===== src/rtl/alu_arbiter_seq.sv =====
// alu_arbiter_seq: round-robin sequencer sharing one combinational ALU between two requesters
module alu_arbiter_seq #(
  parameter int WIDTH         = 8,
  parameter int SETTLE_CYCLES = 1
) (
  input  logic             clk_i,
  input  logic             rst_i,
  input  logic             req0_valid_i,
  output logic             req0_ready_o,
  input  logic [2:0]       req0_ctrl_i,
  input  logic [WIDTH-1:0] req0_data0_i,
  input  logic [WIDTH-1:0] req0_data1_i,
  input  logic             req1_valid_i,
  output logic             req1_ready_o,
  input  logic [2:0]       req1_ctrl_i,
  input  logic [WIDTH-1:0] req1_data0_i,
  input  logic [WIDTH-1:0] req1_data1_i,
  output logic             resp_valid_o,
  input  logic             resp_ready_i,
  output logic             resp_id_o,
  output logic [WIDTH-1:0] resp_result_o,
  output logic             resp_err_o,
  output logic [2:0]       alu_ctrl_o,
  output logic [WIDTH-1:0] alu_data0_o,
  output logic [WIDTH-1:0] alu_data1_o,
  input  logic [WIDTH-1:0] alu_result_i
);
  localparam int CW = SETTLE_CYCLES > 1 ? $clog2(SETTLE_CYCLES) : 1;
  typedef enum logic [1:0] {IDLE, EXEC, RESP} state_t;
  state_t           r_state;
  logic             r_ptr;
  logic [CW-1:0]    r_cnt;
  logic             w_gnt;
  logic             w_acc;
  logic             w_ill;
  logic             w_dz;
  logic [2:0]       w_ctrl;
  logic [WIDTH-1:0] w_d0;
  logic [WIDTH-1:0] w_d1;
  // On a tie the requester opposite the last grant wins
  always_comb begin
    w_gnt        = (req0_valid_i && req1_valid_i) ? ~r_ptr : req1_valid_i;
    req0_ready_o = (r_state == IDLE) && req0_valid_i && !w_gnt;
    req1_ready_o = (r_state == IDLE) && req1_valid_i && w_gnt;
    w_acc        = req0_ready_o || req1_ready_o;
    w_ctrl       = w_gnt ? req1_ctrl_i  : req0_ctrl_i;
    w_d0         = w_gnt ? req1_data0_i : req0_data0_i;
    w_d1         = w_gnt ? req1_data1_i : req0_data1_i;
    w_ill        = w_ctrl > 3'd4;
    w_dz         = (w_ctrl == 3'd3 || w_ctrl == 3'd4) && w_d1 == '0;
  end
  always_ff @(posedge clk_i) begin
    if (rst_i) begin
      r_state       <= IDLE;
      r_ptr         <= 1'b1;
      r_cnt         <= '0;
      resp_valid_o  <= 1'b0;
      resp_id_o     <= 1'b0;
      resp_result_o <= '0;
      resp_err_o    <= 1'b0;
      alu_ctrl_o    <= '0;
      alu_data0_o   <= '0;
      alu_data1_o   <= '0;
    end else begin
      case (r_state)
        IDLE: if (w_acc) begin
          r_ptr       <= w_gnt;
          resp_id_o   <= w_gnt;
          alu_ctrl_o  <= w_ctrl;
          alu_data0_o <= w_d0;
          alu_data1_o <= w_d1;
          r_cnt       <= CW'(SETTLE_CYCLES - 1);
          // Rejected ops skip the ALU wait; the ALU is still driven but ignored
          if (w_ill || w_dz) begin
            r_state       <= RESP;
            resp_valid_o  <= 1'b1;
            resp_err_o    <= 1'b1;
            resp_result_o <= w_ill ? '0 : '1;
          end else begin
            r_state <= EXEC;
          end
        end
        EXEC: if (r_cnt == '0) begin
          r_state       <= RESP;
          resp_valid_o  <= 1'b1;
          resp_err_o    <= 1'b0;
          resp_result_o <= alu_result_i;
        end else begin
          r_cnt <= r_cnt - CW'(1);
        end
        RESP: if (resp_ready_i) begin
          r_state      <= IDLE;
          resp_valid_o <= 1'b0;
        end
        default: r_state <= IDLE;
      endcase
    end
  end
endmodule

===== config.mk =====
export PLATFORM = sky130hd
export DESIGN_NAME = alu_arbiter_seq
export DESIGN_NICKNAME = d
export VERILOG_FILES = /design/src/rtl/alu_arbiter_seq.sv
export SDC_FILE = /design/constraint.sdc
export NUM_CORES = 1
export LEC_CHECK = 0
export CORE_UTILIZATION = 40
export CTS_CLUSTER_SIZE = 24
export DETAILED_ROUTE_END_ITERATION = 10
export PLACE_DENSITY = 0.89
export SETUP_SLACK_MARGIN = 0.3
export SLEW_MARGIN = 25
export SYNTH_ARGS = -nofsm -noshare
export SYNTH_HDL_FRONTEND = slang
export SYNTH_SLANG_ARGS = --single-unit

===== constraint.sdc =====
create_clock -name clk_i -period 2.75 [get_ports clk_i]
set_input_delay 0.4125 -clock clk_i [delete_from_list [all_inputs] [get_ports clk_i]]
set_output_delay 0.4125 -clock clk_i [all_outputs]
set_load 0.02 [all_outputs]

Word-level counts from Yosys, hierarchy flattened --
Index checks and enable logic that the tools add are counted.
Word-level totals: output and inout port bits 32, word-level logic and storage cells 64, register bits 34, input bits 51
Cells by class: multiplexer cells 24, bitwise operators 1, equal/unequal tests 8, reductions and logical operators 19, $lt $le $gt $ge 1, $add $sub $neg 1
Operator list (count):
- $mux W8 | 6
- $pmux W8 S2 | 1
- $logic_not A8 Y1 | 1
- $mux W1 | 8
- $mux W2 | 4
- $logic_and A1 B1 Y1 | 6
- $ne A2 B2 Y1 const B | 3
- $pmux W2 S3 | 1
- $reduce_and A5 Y1 | 1
- $pmux W1 S2 | 2
- $reduce_and A2 Y1 | 2
- $reduce_and A4 Y1 | 1
- $eq A3 B2 Y1 const B | 1
- $eq A3 B3 Y1 const B | 1
- $gt A3 B3 Y1 const B | 1
- $logic_or A1 B1 Y1 | 3
- $mux W3 | 1
- $pmux W1 S3 | 1
- $reduce_and A3 Y1 | 1
- $reduce_bool A3 Y1 | 1
- $eq A2 B1 Y1 const B | 1
- $eq A2 B2 Y1 const B | 1
- $logic_not A2 Y1 | 1
- $ne A2 B1 Y1 const B | 1
- other kinds (4) | 4

Depth between registers and ports, before layout --
depth in word-level cells 10, depth in mapped cells 6, mapped depth without buffers 4

Worst setup path after synthesis --
OpenSTA, ideal clock, no wires.
path kind input to output, start point input req1_valid_i, end point output req0_ready_o, path buffers 1, stages on the path 3, slack 769 ps, arrival 1569 ps, required time 2338 ps, path through a21boi_2 -> buf_2 -> nor4b_1
Between the ends: word-level cells in the longest chain between the ends 4
RTL lines:
- start: declaration | line 13 | input logic req1_valid_i,
- $logic_and A1 B1 Y1 | line 42 | w_gnt = (req0_valid_i && req1_valid_i) ? ~r_ptr : req1_valid_i;
- $mux W1 (*) | line 42
- $logic_not A1 Y1 (*) | line 43 | req0_ready_o = (r_state == IDLE) && req0_valid_i && !w_gnt;
- $logic_and A1 B1 Y1 (*) | line 43
- end: declaration | line 9 | output logic req0_ready_o,
Every way passes the cells marked *; elsewhere a longest branch is shown, timed or not.

Final worst setup path --
start point input req0_valid_i, end point output req0_ready_o
Between the ends: word-level cells in the longest chain between the ends 4, elaborated cells between the ends (all ways) 5, classes of those cells 1 x mux; 4 x reduce/logical
RTL lines:
- start: declaration | line 8 | input logic req0_valid_i,
- $logic_and A1 B1 Y1 | line 42
- $mux W1 | line 42
- $logic_not A1 Y1 | line 43
- $logic_and A1 B1 Y1 (*) | line 43
Marked as above.

==> metrics <==
GR Overflow Total=0; # setup viols final=0; CP peak stage delay=between 0.6 and 0.7 ns; post-synthesis mux area share=0.140; Worst setup SP type=primary input; Pre-antenna DRT Iters=4; Synth Instances=between 150 and 200; die area=4100 um^2; wire length per cell=13.4 um; Post-synth EDFFs=0; num rows=22; clock tree buffer depth=2; chip height=around 64 um; pin count of the biggest net entering global routing=39; relative slew slack=0.685; Synth Area in Adders=0; post-synthesis sequential area ratio=0.429; min-delay src=resp_err_o; Post-Syn Area=1540 um^2; vias in the first global route=about 1400; setup bufs post-CTS=0; crit path launch=req0_valid_i; Distinct cells, synth=34; Core Area=between 3000 and 4000 um^2; post-synthesis simple-gate area fraction=0.173; Yosys warning count=0; Post-Synth XOR/XNOR Area=0; Synth area leader=dfxtp_1; antenna violations before repair=0; sequential cell area=661 um^2; Post-synth ARST share=0; Filler cells=between 300 and 400; ratio of cells with drive above 1 in the final layout=0.0677; worst r2r src=r_ptr; Ports=83; Post-DP HPWL=2980 um; CTS HTree Levels=2; crit path time final=2.35 ns; Peak supply drop=0.360 mV; Syn Area/Cell=9.11 um^2; area of the multi-input gates=approximately 830 um^2; pwr/cell area=586 nW/um^2; fin crit share=0.853; Final Hold Viols=0; antenna-violating nets left=0; CP arrival=approximately 1.9 ns; Hold Crit Depth=2; # hold bufs at CTS=0; syn_nets=220; clock sink count=33; Slew Limit Fails=0; vias per std cell=5.17; leading register cell type out of synthesis=dfxtp_1; Fmax=426 MHz; RSZ-0062 raised after global routing=no; via count=1546; Least-Margin Pin Slew=0.471 ns; type of the most critical hold path=flip-flop to flip-flop; aggregate negative setup slack=0 ns; crit path max-delay cell type=clkdlybuf4s50_1; Initial Util=0.418; CTS tree=built; leakage power=0.945 nW; Critical Path Fanout Max=3; # DRC=0; outcome=finished clean; Commonest cells post-synth=dfxtp_1, nor2_1, a211oi_1, mux2i_1, a21oi_1; hold endpoint=resp_err_o; CTS root buffer=clkbuf_8; Seq cells post-synth=33; max_cap viols=0; Total GRT Usage=0.208; CP Cell Sequence=clkdlybuf4s50_1 -> a21boi_4 -> nor4b_1 -> clkdlybuf4s50_1; main combinational cell family by area after synthesis=compound AO/OA/AOI/OAI gates; most used cell, CP=clkdlybuf4s50_1; Die W=64.1 um; Core Util, Final=0.686; latest clock arrival within the worst-skew pair=0.28 ns; Final nets=301; critical path capture point type=output pin; TritonCTS buffer count=5; first-pass GRT wire length=6470 um; Worst-path clk slew=0.07 ns; Compound-Gate Fraction of Synth Area=0.221; critical path type=primary input to output pin; Synth top area share=0.429; reg-to-reg endpoint=resp_valid_o; initial drt markers=69; most frequent cell after synthesis=dfxtp_1; I/O Buffers=82; final WL=4020 um; clock skew=0.00429 ns; diodes inserted=0; area grow syn2layout=64.2%; GPL Wtd Cong=0.830; reg-to-reg setup timing slack=0.92 ns; largest cells by area after synthesis=dfxtp_1, mux2i_1, a211oi_1; R2R depth=5; Worst EP required=2.34 ns
## stage by stage
stage	cell area (um^2)	setup WS, ns	std cells	power [mW]	hold slack [ns]
after floorplan	1540	0.769	169	0.808	0.458
after global placement	2410	0.294	291	1.02	0.441
after detailed placement	2410	0.250	291	1.03	0.449
after CTS	2530	0.384	299	1.50	0.458
after global routing	2530	0.332	299	1.55	0.470
final	2530	0.405	299	1.48	0.452
## worst max path at each step
| stage | endpoint | cells past startpoint |
|---|---|---|
| 2_1_floorplan | req0_ready_o | 3 |
| 3_3_place_gp | req1_ready_o | 4 |
| 3_5_place_dp | req1_ready_o | 4 |
| 4_1_cts | req0_ready_o | 4 |
| 5_1_grt | req0_ready_o | 4 |
| 6_report | req0_ready_o | 4 |
## worst max-delay path: cells and delay by family
family                 cells  cell delay, ns
buffers and inverters      2            1.20
AO/OA/AOI/OAI              1            0.08
AND/OR/NAND/NOR            1            0.23
## power breakdown
| group | leakage, nW | switching (mW) | internal [mW] |
|---|---|---|---|
| Clock | 0.0585 | 0.174 | 0.295 |
| Combinational | 0.614 | 0.212 | 0.229 |
| Sequential | 0.272 | 0.0368 | 0.534 |
## kinds of logic (layout without fill, tap and decap cells)
family / after synthesis / in the layout
mux: 21 / 21
compound gates: 49 / 49
buf+inv: 14 / 96
simple gates: 52 / 52
flops: 33 / 33
## placed cells by master, fill, tap and decap left out, drive strengths merged, types with 2 or more instances in the layout
| cell | instances |
|---|---|
| clkdlybuf4s50 | 81 |
| dfxtp | 33 |
| nor2 | 26 |
| mux2i | 20 |
| a211oi | 19 |
| a21oi | 11 |
| nand2 | 9 |
| a22oi | 8 |
| clkbuf | 7 |
| buf | 4 |
| o21ai | 4 |
| nor4 | 4 |
| a211o | 2 |
| inv | 2 |
| nand3b | 2 |
| a21boi | 2 |
| or4 | 2 |
| nor3 | 2 |
## layout make-up
cell class,instances,area share
repair buffers,86,0.336
multi-input cells,122,0.330
flip-flops and latches,33,0.261
clock buffers,7,0.0341
well taps,48,0.0238
clock inverters,1,0.0119
inverters,2,0.00297
## per-layer routing
layer / global-route usage / up-vias / routed length [um]
met5: 0 / - / 0
met4: 0.134 / 0 / 128
met3: 0.0607 / 12 / 292
met2: 0.331 / 57 / 1840
met1: 0.244 / 683 / 1760
li1: - / 794 / -
## flip-flops by register name, summed over array words and instances (netlist names)
register / flops
r_state: 2
alu_ctrl_o: 3
resp_valid_o: 1
r_ptr: 1
alu_data0_o: 8
resp_result_o: 8
resp_err_o: 1
resp_id_o: 1
alu_data1_o: 8
## timing repair
item                                    in CTS  in global routing
endpoints found under the hold margin        0                  0
gates resized for setup                      1                  0
endpoints found under the setup margin       1                  0
Power figures use the tool's default switching activity.
